`config.mk`:
```
export PLATFORM = sky130hd
export DESIGN_NAME = pic_demo
export DESIGN_NICKNAME = d
export VERILOG_FILES = /design/src/rtl/pic_demo.sv
export SDC_FILE = /design/constraint.sdc
export NUM_CORES = 1
export LEC_CHECK = 0
export ABC_AREA = 1
export BUFFER_PORTS_ARGS = -buffer_cell sky130_fd_sc_hd__buf_2
export CAP_MARGIN = 20
export CORE_UTILIZATION = 62
export DETAILED_ROUTE_END_ITERATION = 6
export GPL_ROUTABILITY_DRIVEN = 0
export PLACE_DENSITY = 0.81
export SETUP_SLACK_MARGIN = 0.1
export SYNTH_ARGS = -nofsm -noshare
export SYNTH_HDL_FRONTEND = slang
export SYNTH_SLANG_ARGS = --single-unit
```
`constraint.sdc`:
```
create_clock -name clk -period 4.1 [get_ports clk]
set_input_delay 0.205 -clock clk [delete_from_list [all_inputs] [get_ports clk]]
set_output_delay 0.205 -clock clk [all_outputs]
set_load 0.005 [all_outputs]
```
`src/rtl/pic_demo.sv`:
```
// Minimal PIC16-flavoured 8-bit core: executes one instruction per enabled clock
// straight from ui_in, with W, a 16-entry register file (PORT/TRIS/STATUS/RAM) and Z/C.
module pic_demo (
  input  logic       clk,
  input  logic       rst,
  input  logic       ena,
  input  logic [7:0] ui_in,
  output logic [7:0] uo_out,
  input  logic [7:0] uio_in,
  output logic [7:0] uio_out,
  output logic [7:0] uio_oe
);

  localparam logic [3:0] F_PORT   = 4'd0;
  localparam logic [3:0] F_TRIS   = 4'd1;
  localparam logic [3:0] F_STATUS = 4'd2;

  logic [7:0] w_q;
  logic [7:0] port_q;
  logic [7:0] tris_q;
  logic       z_q;
  logic       c_q;
  logic [7:0] ram_q [0:15];

  logic [3:0] opcode;
  logic [3:0] f;
  logic [7:0] rf_rd;
  logic [8:0] sum;
  logic [8:0] diff;

  logic [7:0] w_nxt;
  logic       wr_en;
  logic [7:0] wr_data;
  logic       z_upd;
  logic       c_upd;
  logic       c_val;
  logic       z_val;
  logic       z_nxt;
  logic       c_nxt;

  assign opcode = ui_in[7:4];
  assign f      = ui_in[3:0];

  // PORT reads the pins, not the latch, so RMW on f=0 reads pins and writes the latch.
  always_comb begin
    rf_rd = 8'h00;
    case (f)
      F_PORT:   rf_rd = uio_in;
      F_TRIS:   rf_rd = tris_q;
      F_STATUS: rf_rd = {6'b0, z_q, c_q};
      default:  rf_rd = ram_q[f];
    endcase
  end

  assign sum  = {1'b0, w_q} + {1'b0, rf_rd};
  assign diff = {1'b0, rf_rd} - {1'b0, w_q};

  always_comb begin
    w_nxt   = w_q;
    wr_en   = 1'b0;
    wr_data = rf_rd;
    z_upd   = 1'b0;
    c_upd   = 1'b0;
    c_val   = c_q;
    case (opcode)
      4'h1: w_nxt = {4'h0, f};
      4'h2: w_nxt = {f, w_q[3:0]};
      4'h3: begin wr_en = 1'b1; wr_data = w_q; end
      4'h4: begin w_nxt = rf_rd; z_upd = 1'b1; end
      4'h5: begin w_nxt = sum[7:0]; z_upd = 1'b1; c_upd = 1'b1; c_val = sum[8]; end
      4'h6: begin w_nxt = diff[7:0]; z_upd = 1'b1; c_upd = 1'b1; c_val = ~diff[8]; end
      4'h7: begin w_nxt = w_q & rf_rd; z_upd = 1'b1; end
      4'h8: begin w_nxt = w_q | rf_rd; z_upd = 1'b1; end
      4'h9: begin w_nxt = w_q ^ rf_rd; z_upd = 1'b1; end
      4'hA: begin wr_en = 1'b1; wr_data = rf_rd + 8'd1; z_upd = 1'b1; end
      4'hB: begin wr_en = 1'b1; wr_data = rf_rd - 8'd1; z_upd = 1'b1; end
      4'hC: begin
        wr_en = 1'b1; wr_data = {rf_rd[6:0], c_q}; c_upd = 1'b1; c_val = rf_rd[7];
      end
      4'hD: begin
        wr_en = 1'b1; wr_data = {c_q, rf_rd[7:1]}; c_upd = 1'b1; c_val = rf_rd[0];
      end
      4'hE: begin wr_en = 1'b1; wr_data = 8'h00; z_upd = 1'b1; end
      4'hF: begin w_nxt = 8'h00; z_upd = 1'b1; end
      default: ;
    endcase
  end

  // Z tracks whichever destination the instruction writes.
  assign z_val = wr_en ? (wr_data == 8'h00) : (w_nxt == 8'h00);

  // A write to STATUS loads each flag unless the instruction computes that flag itself.
  always_comb begin
    z_nxt = z_q;
    c_nxt = c_q;
    if (wr_en && f == F_STATUS) begin
      z_nxt = wr_data[1];
      c_nxt = wr_data[0];
    end
    if (z_upd) z_nxt = z_val;
    if (c_upd) c_nxt = c_val;
  end

  always_ff @(posedge clk) begin
    if (rst) begin
      w_q    <= 8'h00;
      port_q <= 8'h00;
      tris_q <= 8'hFF;
      z_q    <= 1'b0;
      c_q    <= 1'b0;
      for (int i = 0; i < 16; i++) ram_q[i] <= 8'h00;
    end else if (ena) begin
      w_q <= w_nxt;
      z_q <= z_nxt;
      c_q <= c_nxt;
      if (wr_en) begin
        case (f)
          F_PORT:   port_q <= wr_data;
          F_TRIS:   tris_q <= wr_data;
          F_STATUS: ;
          default:  ram_q[f] <= wr_data;
        endcase
      end
    end
  end

  assign uo_out  = w_q;
  assign uio_out = port_q;
  assign uio_oe  = ~tris_q;

endmodule

```
==> impl_metrics.py <==
metrics = {
    "run_status": {
        "outcome": "completed",
    },
    "layout": {
        "fin_area_mm2": 0.00907,
        "nets": 1184,
        "final_cell_mix": "nand2_1 (338), nor2_1 (196), edfxtp_1 (104)",
        "syn_to_final_growth_pct": 12.3,
        "drive_gt1_share_pct": 10.9,
        "final_common_cell": "nand2_1",
        "fin_cells": 1315,
        "n_antenna_cell": 0,
    },
    "die": {
        "fp.coreArea_mm2": 0.0127,
        "die_height_um": 116,
        "die_area_mm2": 0.0135,
        "start_util_pct": 63.8,
        "fp-row-count": 41,
        "boundaryPins": 43,
        "die_w_um": 116,
    },
    "drt": {
        "drcViolationCount": 0,
        "routedWlPerCell_um": 17.9,
        "vias": 7763,
        "drt_first_pass_iters": 6,
        "wl_um": 23500,
        "final_antenna_net_count": 0,
        "viasPerCell": 5.90,
        "drt_iter0_drc": 1202,
    },
    "setup_path": {
        "path_class": "in2reg",
        "cp_num_buf_inv": 6,
        "cpMaxStageDelayCell": "fa_1",
        "rrSetupSlack_ns": 0.68,
        "cp_num_cells": 28,
        "critPathRequiredTime_ns": 4.46,
        "critPathArrivalTime_ns": 3.84,
        "start_kind": "input port",
        "cpPeakStageDelay_ns": 0.41,
        "critPathTopFamily": "simple AND/OR/NAND/NOR gates",
        "worstPathMaxFanout": 17,
        "endpoint_kind": "register",
        "reg2reg_depth": 25,
        "cpMostUsedCell": "nand2_1",
    },
    "sta": {
        "hold_violations": 0,
        "period_share_pct": 84.7,
        "finalSetupViolations": 0,
        "rsz0062_at_grt": "false",
        "slew_headroom_pct": 41.6,
        "fmax_ghz": 0.288,
        "worst_pin_slew_ns": 0.873,
        "fin_tns_setup_ns": 0,
        "fin_skew_ns": 0.00921,
        "slew_viol_final": 0,
        "min_period_ns": 3.47,
    },
    "clocking": {
        "post_cts_buffers": 0,
        "cts_resized": 0,
        "tritoncts": "built",
        "clock_sinks": 130,
        "clockRootBuffer": "clkbuf_16",
        "clkTransAtPathRegs_ns": 0.06,
        "ctsHoldBuffers": 0,
        "cts_htree_levels": 4,
        "cts_made_buffers": 17,
        "clk_latency_ns": 0.44,
        "clockBufferDepth": 2,
    },
    "place": {
        "placed_area_mm2": 0.00844,
        "hpwl_um": 16700,
        "portBuffers": 42,
        "placedCellCount": 1283,
    },
    "synth": {
        "synth_nets": 1144,
        "synth_area_per_cell_um2": 7.41,
        "synth-seq-cells": 130,
        "ys_seq_area_share_pct": 45.1,
        "yosys.cell_types.count": 39,
        "async_flop_share_pct": 0,
        "synthCells": 1090,
        "synth_edf_count": 104,
        "yosysWarnings": 0,
        "synth_area_mm2": 0.00808,
        "synth-main-ff-cell": "edfxtp_1",
    },
    "power": {
        "p_leak_nw": 4.23,
        "ir_drop_v": 0.000467,
        "p_per_area_mw_per_mm2": 422,
    },
    "global_route": {
        "first_global_vias": 7113,
        "globalRouteTotalUtil_pct": 36.7,
        "antenna_found_initial": 0,
        "grt_max_degree": 20,
        "grt_pass1_wl_um": 36400,
        "overflow": 0,
    },
    "hold_path": {
        "hold_depth": 2,
        "hold_path.class": "in2reg",
    },
    "job": {
        "maxCapViolCount": 0,
    },
}
[routing by layer]
layer  part of all wire [%]  track usage (%)
met2                     45             56.6
met4                    4.0             18.3
met1                     39             46.6
met5                      0                0
met3                     12             12.2
[stage by stage]
stage	worst slack, ns	util, %	total power, mW	hold slack, ns
after detailed placement	0.330	66.6	2.18	0.460
after global routing	0.224	71.6	3.96	0.175
final	0.626	71.6	3.83	0.150
after floorplan	1.06	-	1.98	0.443
after global placement	0.395	66.6	2.17	0.453
after CTS	0.704	71.6	3.80	0.141
[worst register-to-register path, cell delays in order, from the launching register on]
cell and delay, ns:
edfxtp_1 0.37, nand2_1 0.07, nand2_1 0.07, nand2_1 0.06, nand2_1 0.11, a21oi_1 0.15
nand2_1 0.13, nand2_2 0.20, ha_1 0.18, inv_1 0.07, fa_1 0.45, xor2_1 0.25
o22ai_1 0.12, nor2_1 0.10, nand2_1 0.06, nor2_1 0.08, nand2_1 0.06, nand2_1 0.08
nand2_1 0.05, nor2_1 0.18, nand3_1 0.13, nand2_1 0.09, inv_1 0.05, nand2_1 0.05
nand2_1 0.05, a21oi_1 0.13
[sequential cells by signal, indices dropped and copies added (netlist names)]
signal and flops:
c_q 1, ram_q 104, tris_q 8, uo_out 8
uio_out 8, z_q 1
[kinds of logic after synthesis]
group	synth area share [%]
adder cells (fa/ha/maj)	5.70
flip-flops	45.1
AO/OA/AOI/OAI	8.56
buffers and inverters	7.39
AND/OR/NAND/NOR	33.1
XOR/XNOR	0.217
[final cells by class]
cell class,count,area [µm²]
multi-input cells,814,3840
flip-flops and latches,130,3640
fillers,1010,3600
clock buffers,19,433
inverters,109,412
repair buffers,58,330
well taps,172,215
clock inverters,13,199
[final timing paths]
check | endpoint | startpoint
setup / recovery | z_q | ui_in[1]
hold / removal | z_q | rst
setup reg to reg | z_q | ram_q[11][0]
hold reg to reg | tris_q[5] | tris_q[5]
[cell usage after synthesis (2+ instances only)]
| cell | count | area [µm²] |
|---|---|---|
| a21oi_1 | 55 | 275 |
| buf_1 | 3 | 11.3 |
| buf_2 | 13 | 65.1 |
| buf_4 | 4 | 30.0 |
| buf_6 | 2 | 22.5 |
| clkbuf_1 | 15 | 56.3 |
| dfxtp_1 | 26 | 521 |
| edfxtp_1 | 104 | 3120 |
| fa_1 | 3 | 60.1 |
| ha_1 | 32 | 400 |
| inv_1 | 97 | 364 |
| inv_2 | 11 | 41.3 |
| nand2_1 | 338 | 1270 |
| nand2_2 | 8 | 50.1 |
| nand3_1 | 64 | 320 |
| nand4_1 | 23 | 144 |
| nor2_1 | 196 | 736 |
| nor2_2 | 6 | 37.5 |
| nor2_4 | 3 | 33.8 |
| nor3_1 | 8 | 40.0 |
| o211ai_1 | 7 | 52.6 |
| o21ai_0 | 33 | 165 |
| o21ai_1 | 9 | 45.0 |
| o21ai_2 | 3 | 26.3 |
| o22ai_1 | 9 | 56.3 |
| o31ai_1 | 2 | 15.0 |
| or2_2 | 3 | 18.8 |
| xor2_1 | 2 | 17.5 |
[power by group]
group          total (mW)  internal, mW  switching (mW)
Sequential           1.50          1.47          0.0297
Combinational       0.685         0.192           0.493
Clock                1.65          1.03           0.618
Total                3.83          2.69            1.14
Power figures use the tool's default switching activity.
